<file path="src/rtl/div_seq.sv">
// Sequential unsigned restoring divider: one quotient bit per clock, result held until read.
// Shares the wr/rd ready-enable handshake with the sequential multiplier.
module div_seq #(
  parameter int unsigned DATA_WIDTH = 32
) (
  input  logic                  clk,
  input  logic                  reset,
  input  logic                  wr_en,
  input  logic [DATA_WIDTH-1:0] wr_data_1,
  input  logic [DATA_WIDTH-1:0] wr_data_2,
  output logic                  wr_ready,
  input  logic                  rd_en,
  output logic                  rd_ready,
  output logic                  rd_val,
  output logic [DATA_WIDTH-1:0] rd_quot,
  output logic [DATA_WIDTH-1:0] rd_rem,
  output logic                  rd_dbz
);

  localparam int unsigned W         = DATA_WIDTH;
  localparam int unsigned CNT_WIDTH = $clog2(DATA_WIDTH + 1);
  localparam logic [CNT_WIDTH-1:0] LAST_ITER = CNT_WIDTH'(DATA_WIDTH - 1);

  typedef enum logic [1:0] {IDLE, CALC, DONE} state_t;

  state_t                 state_q,    state_d;
  logic [W-1:0]           quot_q,     quot_d;
  logic [W:0]             rem_q,      rem_d;
  logic [W-1:0]           dvsr_q,     dvsr_d;
  logic [CNT_WIDTH-1:0]   cnt_q,      cnt_d;
  logic                   wr_ready_q, wr_ready_d;
  logic                   rd_ready_q, rd_ready_d;
  logic                   rd_val_q,   rd_val_d;
  logic [W-1:0]           rd_quot_q,  rd_quot_d;
  logic [W-1:0]           rd_rem_q,   rd_rem_d;
  logic                   rd_dbz_q,   rd_dbz_d;

  logic [W:0]             shifted;
  logic [W:0]             trial;

  always_ff @(posedge clk or posedge reset) begin
    if (reset) begin
      state_q    <= IDLE;
      quot_q     <= '0;
      rem_q      <= '0;
      dvsr_q     <= '0;
      cnt_q      <= '0;
      wr_ready_q <= 1'b1;
      rd_ready_q <= 1'b0;
      rd_val_q   <= 1'b0;
      rd_quot_q  <= '0;
      rd_rem_q   <= '0;
      rd_dbz_q   <= 1'b0;
    end else begin
      state_q    <= state_d;
      quot_q     <= quot_d;
      rem_q      <= rem_d;
      dvsr_q     <= dvsr_d;
      cnt_q      <= cnt_d;
      wr_ready_q <= wr_ready_d;
      rd_ready_q <= rd_ready_d;
      rd_val_q   <= rd_val_d;
      rd_quot_q  <= rd_quot_d;
      rd_rem_q   <= rd_rem_d;
      rd_dbz_q   <= rd_dbz_d;
    end
  end

  always_comb begin
    state_d    = state_q;
    quot_d     = quot_q;
    rem_d      = rem_q;
    dvsr_d     = dvsr_q;
    cnt_d      = cnt_q;
    wr_ready_d = wr_ready_q;
    rd_ready_d = rd_ready_q;
    rd_val_d   = 1'b0;
    rd_quot_d  = rd_quot_q;
    rd_rem_d   = rd_rem_q;
    rd_dbz_d   = rd_dbz_q;

    // Top remainder bit is always zero after a restore step, so it falls off the shift.
    shifted = (W+1)'({rem_q, quot_q[W-1]});
    trial   = shifted - {1'b0, dvsr_q};

    unique case (state_q)
      IDLE: begin
        if (wr_en) begin
          quot_d     = wr_data_1;
          dvsr_d     = wr_data_2;
          rem_d      = '0;
          cnt_d      = '0;
          wr_ready_d = 1'b0;
          state_d    = CALC;
        end
      end
      CALC: begin
        if (!trial[W]) begin
          rem_d  = trial;
          quot_d = {quot_q[W-2:0], 1'b1};
        end else begin
          rem_d  = shifted;
          quot_d = {quot_q[W-2:0], 1'b0};
        end
        cnt_d = cnt_q + CNT_WIDTH'(1);
        if (cnt_q == LAST_ITER) begin
          rd_quot_d  = quot_d;
          rd_rem_d   = rem_d[W-1:0];
          rd_dbz_d   = (dvsr_q == '0);
          rd_ready_d = 1'b1;
          state_d    = DONE;
        end
      end
      DONE: begin
        if (rd_en) begin
          rd_ready_d = 1'b0;
          rd_val_d   = 1'b1;
          wr_ready_d = 1'b1;
          state_d    = IDLE;
        end
      end
      default: state_d = IDLE;
    endcase
  end

  assign wr_ready = wr_ready_q;
  assign rd_ready = rd_ready_q;
  assign rd_val   = rd_val_q;
  assign rd_quot  = rd_quot_q;
  assign rd_rem   = rd_rem_q;
  assign rd_dbz   = rd_dbz_q;

endmodule
</file>
<file path="config.mk">
export PLATFORM = sky130hd
export DESIGN_NAME = div_seq
export DESIGN_NICKNAME = d
export VERILOG_FILES = /design/src/rtl/div_seq.sv
export SDC_FILE = /design/constraint.sdc
export NUM_CORES = 1
export LEC_CHECK = 0
export ABC_CLOCK_PERIOD_IN_PS = 6600
export CORE_MARGIN = 2
export CORE_UTILIZATION = 43
export CTS_BUF_LIST = sky130_fd_sc_hd__clkbuf_2 sky130_fd_sc_hd__clkbuf_4 sky130_fd_sc_hd__clkbuf_8
export DETAILED_ROUTE_END_ITERATION = 8
export GPL_ROUTABILITY_DRIVEN = 0
export GPL_TIMING_DRIVEN = 0
export HOLD_SLACK_MARGIN = 0.03
export PLACE_DENSITY = 0.69
export SYNTH_ARGS = -nofsm -noshare
export SYNTH_HDL_FRONTEND = slang
export SYNTH_SLANG_ARGS = --single-unit
export TNS_END_PERCENT = 20
</file>
<file path="constraint.sdc">
create_clock -name clk -period 6.6 [get_ports clk]
set_clock_uncertainty 0.1 [all_clocks]
set_input_delay 0.66 -clock clk [delete_from_list [all_inputs] [get_ports clk]]
set_output_delay 0.66 -clock clk [all_outputs]
set_load 0.05 [all_outputs]
</file>
==> key figures <==
Global routing
  – Initial antenna violation count: 0
  – Vias in the first global route: 7,618
  – Largest net degree at the start of global routing: 100
  – Tot GR Track Use: 0.222
  – Gr ovfl total: 0
  – First-pass GRT wire length: between 30,000 and 40,000 um

Floorplanning
  – Die Area: 21,800 um^2
  – Initial core utilization: 0.439
  – Row Count: 52
  – CORE AREA: 20,200 um^2
  – Height of the chip: 148 um
  – IO Count: between 100 and 150
  – Die X: ~150 um

Yosys
  – Seq/Total Area, Yosys: 0.485
  – Ys Warns: 0
  – Synth top area share: 0.482
  – Synth Flop Type: dfrtp_1
  – FFs w/ async S/R, synth: 1.00
  – FF+latch count, synth: 172
  – Post-synthesis compound-gate area fraction: 0.180
  – Synth Area in Adders: 0.0488
  – Ranking of synthesized cells by area: dfrtp_1 48%, nand2_1 11%, o21ai_0 5.0%
  – EDFF count, synth: 0
  – Simple-gate share of the synthesized area: 0.179
  – Post-Synth XOR/XNOR Area: 0.0306
  – Netlist cell types: 56
  – Mean Syn Cell Area: 8.88 um^2
  – Mux cell area share after synthesis: 0.0319
  – Mapped Area: 8880 um^2
  – Syn nets: 1,101
  – Combinational family with the most area after synthesis: compound AO/OA/AOI/OAI gates
  – Synth area leader: dfrtp_1
  – Mapped Cells: about 1,000

Timing
  – Max Slew Vio Count: 0
  – Final setup margin: 2910 ps
  – Period utilization: 0.560
  – RSZ-0062 raised after global routing: false
  – Slew headroom: 0.308
  – Final count of negative-setup-slack endpoints: 0
  – Fmax: 271 MHz
  – Period minus WS final: 3690 ps
  – Worst slew pin tran: 1030 ps
  – Final count of hold timing violations: 0

Worst setup path
  – CP startpoint kind: flop
  – Slowest stage delay, CP: approximately 410 ps
  – Crit-path slowest cell: dfrtp_1
  – CP Cell Sequence: inv_1 > ha_1 > inv_1 > fa_1 > a21o_1 > a221oi_2 > nor3b_1 > o211a_1 > o211a_1 > a211oi_2 > buf_4 > mux2i_1 > o21ai_1
  – WS Path Type: reg2reg
  – CP required: 6830 ps
  – Crit path from: quot_q[31]$_DFFE_PP0P_
  – Crit path max-delay family: compound AO/OA/AOI/OAI gates
  – Endpoint class of the critical path: flop
  – Max Fanout on Critical Path: 10
  – Reg2Reg Depth: 13
  – RR Endpoint: rem_q[21]$_DFFE_PP0P_
  – Worst path bufs/invs: 3
  – Worst setup path endpoint: rem_q[21]$_DFFE_PP0P_
  – Worst r2r src: quot_q[31]$_DFFE_PP0P_
  – Flop-to-flop setup slack: approximately 2900 ps
  – Critical path arrival: approximately 3900 ps
  – Critical Path Stages: 13

Clocking
  – Post-CTS setup buffer count: 0
  – CTS buffer count: 17
  – H-tree levels: 4
  – CTS tree: yes
  – Post-CTS Hold Buffers: 0
  – Resize count post-CTS: 0
  – Clock transition at path regs: 90 ps
  – CTS max path bufs: 2
  – Root buffer cell: clkbuf_8
  – Worst-Skew Late Latency: 470 ps
  – CTS sink cnt: ~170

Layout
  – Number of diodes: 0
  – Area grow syn2layout: 24.0%
  – Final Cell Area: 11,000 um^2
  – Fin nets: 1,256
  – Layout cell share with drive strength beyond 1: 0.0394

Drt
  – Detailed-route DRC error count: 0
  – Drt first-iter violations: 465
  – Total detailed-routing wirelength: 23,300 um
  – Via/cell ratio: ~5.3
  – DR vias: around 7,600
  – Antenna Nets Post-Route: 0
  – DRT Pass-1 Iters: 5
  – Drt wl/cell: 16.2 um

Place
  – Dpl hpwl: 17,200 um
  – Post-place setup slack: between 2000 and 3000 ps
  – Placed instance area: 10,600 um^2
  – I/O Buffers: about 140

Power and ir drop
  – Leak: 5.03 nW
  – Peak VDD IR: roughly 290 uV
  – Pwr dens: 600 nW/um^2
  – PnR Total Power: 0.00660 W

Worst hold path
  – HP Class: reg2reg

Run
  – # Max-Cap Violations: 0

Outcome
  – Status: finished, final reports clean
[cells by family (layout without fill, tap and decap cells)]
family                     Yosys count  in the layout
buffers and inverters              102            270
and+or+nand+nor                    352            352
xor gates and xnor gates            31             31
DFF                                172            172
muxes                               28             28
adders and majority gates           34             34
AOI/OAI and AO/OA                  280            280
[worst min path at each step]
stage | endpoint | from | cells past startpoint | slack [ps]
after floorplan | rd_quot[1]$_DFFE_PP0P_ | quot_q[0]$_DFFE_PP0P_ | 2 | 360
after global placement | rd_quot[1]$_DFFE_PP0P_ | rd_quot[1]$_DFFE_PP0P_ | 2 | 360
after detailed placement | rd_quot[16]$_DFFE_PP0P_ | rd_quot[16]$_DFFE_PP0P_ | 2 | 360
after CTS | rd_quot[9]$_DFFE_PP0P_ | rd_quot[9]$_DFFE_PP0P_ | 2 | 390
after global routing | rd_rem[19]$_DFFE_PP0P_ | rd_rem[19]$_DFFE_PP0P_ | 2 | 410
final | rd_quot[9]$_DFFE_PP0P_ | rd_quot[9]$_DFFE_PP0P_ | 2 | 380
[metal layers]
layer	vias up	wire, um	GRT usage
met3	46	1720	0.0639
met4	0	570	0.0721
li1	3734	-	-
met1	3606	10300	0.291
met2	224	10700	0.357
met5	-	0	0
[Yosys cell counts (9+ instances only)]
| cell | count |
|---|---|
| nand2_1 | 251 |
| dfrtp_1 | 171 |
| o21ai_0 | 89 |
| a21oi_1 | 64 |
| o21ai_1 | 63 |
| clkbuf_1 | 52 |
| inv_1 | 44 |
| ha_1 | 33 |
| and3b_1 | 27 |
| mux2i_1 | 26 |
| xnor2_1 | 24 |
| a21o_1 | 16 |
| nor2_1 | 15 |
| nor2b_1 | 13 |
| nand4_1 | 10 |
| nor4_1 | 9 |
[power by group]
part	internal, W	leakage (nW)	total (W)	switching, W
logic	0.00162	2.62	0.00405	0.00244
clock network	0.000348	0.196	0.000770	0.000422
registers	0.00149	2.21	0.00178	0.000293
[cell usage in the layout (no fill, tap or decap), drive strengths merged, types with 4 or more instances in the layout]
cell type / count
nand2: 251
buf: 7
o21bai: 4
clkdlybuf4s50: 135
dfrtp: 171
o21a: 6
mux2i: 26
nor2: 15
nand3: 7
nor4: 9
and3b: 27
a22oi: 4
o21ai: 152
ha: 33
nor2b: 13
clkbuf: 70
and3: 5
inv: 48
a21o: 16
a31oi: 7
a21oi: 64
xnor2: 24
clkinv: 5
a211oi: 4
nor3: 6
nand4: 10
xor2: 7
[stage by stage]
stage / hold slack, ps / instances / TNS, ps / utilization
after floorplan: 360 / 999 / 0 / -
after global placement: 361 / 1404 / -206070 / 0.522
after detailed placement: 362 / 1405 / 0 / 0.524
after CTS: 385 / 1437 / 0 / 0.544
after global routing: 407 / 1437 / 0 / 0.544
final: 379 / 1437 / 0 / 0.544
[worst register-to-register path, stage by stage (launching register included)]
cell and delay, ps:
dfrtp_1 410, inv_1 120, ha_1 180, inv_1 60
fa_1 410, a21o_1 210, a221oi_2 350, nor3b_1 110
o211a_1 280, o211a_1 240, a211oi_2 380, buf_4 310
mux2i_1 320, o21ai_1 100
[sequential cells by signal, indices dropped and copies added (netlist names)]
register  flops
rd_dbz        1
rd_ready      1
cnt_q         6
rd_rem       32
rd_val        1
rem_q        32
dvsr_q       32
wr_ready      1
rd_quot      32
state_q       2
quot_q       32
[cell type report]
cell class | instances | area, um^2
timing repair buffer | 136 | 1380
clock buffer | 18 | 241
sequential | 172 | 4310
inverter | 44 | 173
fill | 1911 | 9230
buffer | 58 | 231
tap | 270 | 338
clock inverter | 14 | 160
multi-input combinational | 725 | 4180
Note: power is estimated with default switching activity, not from simulation.
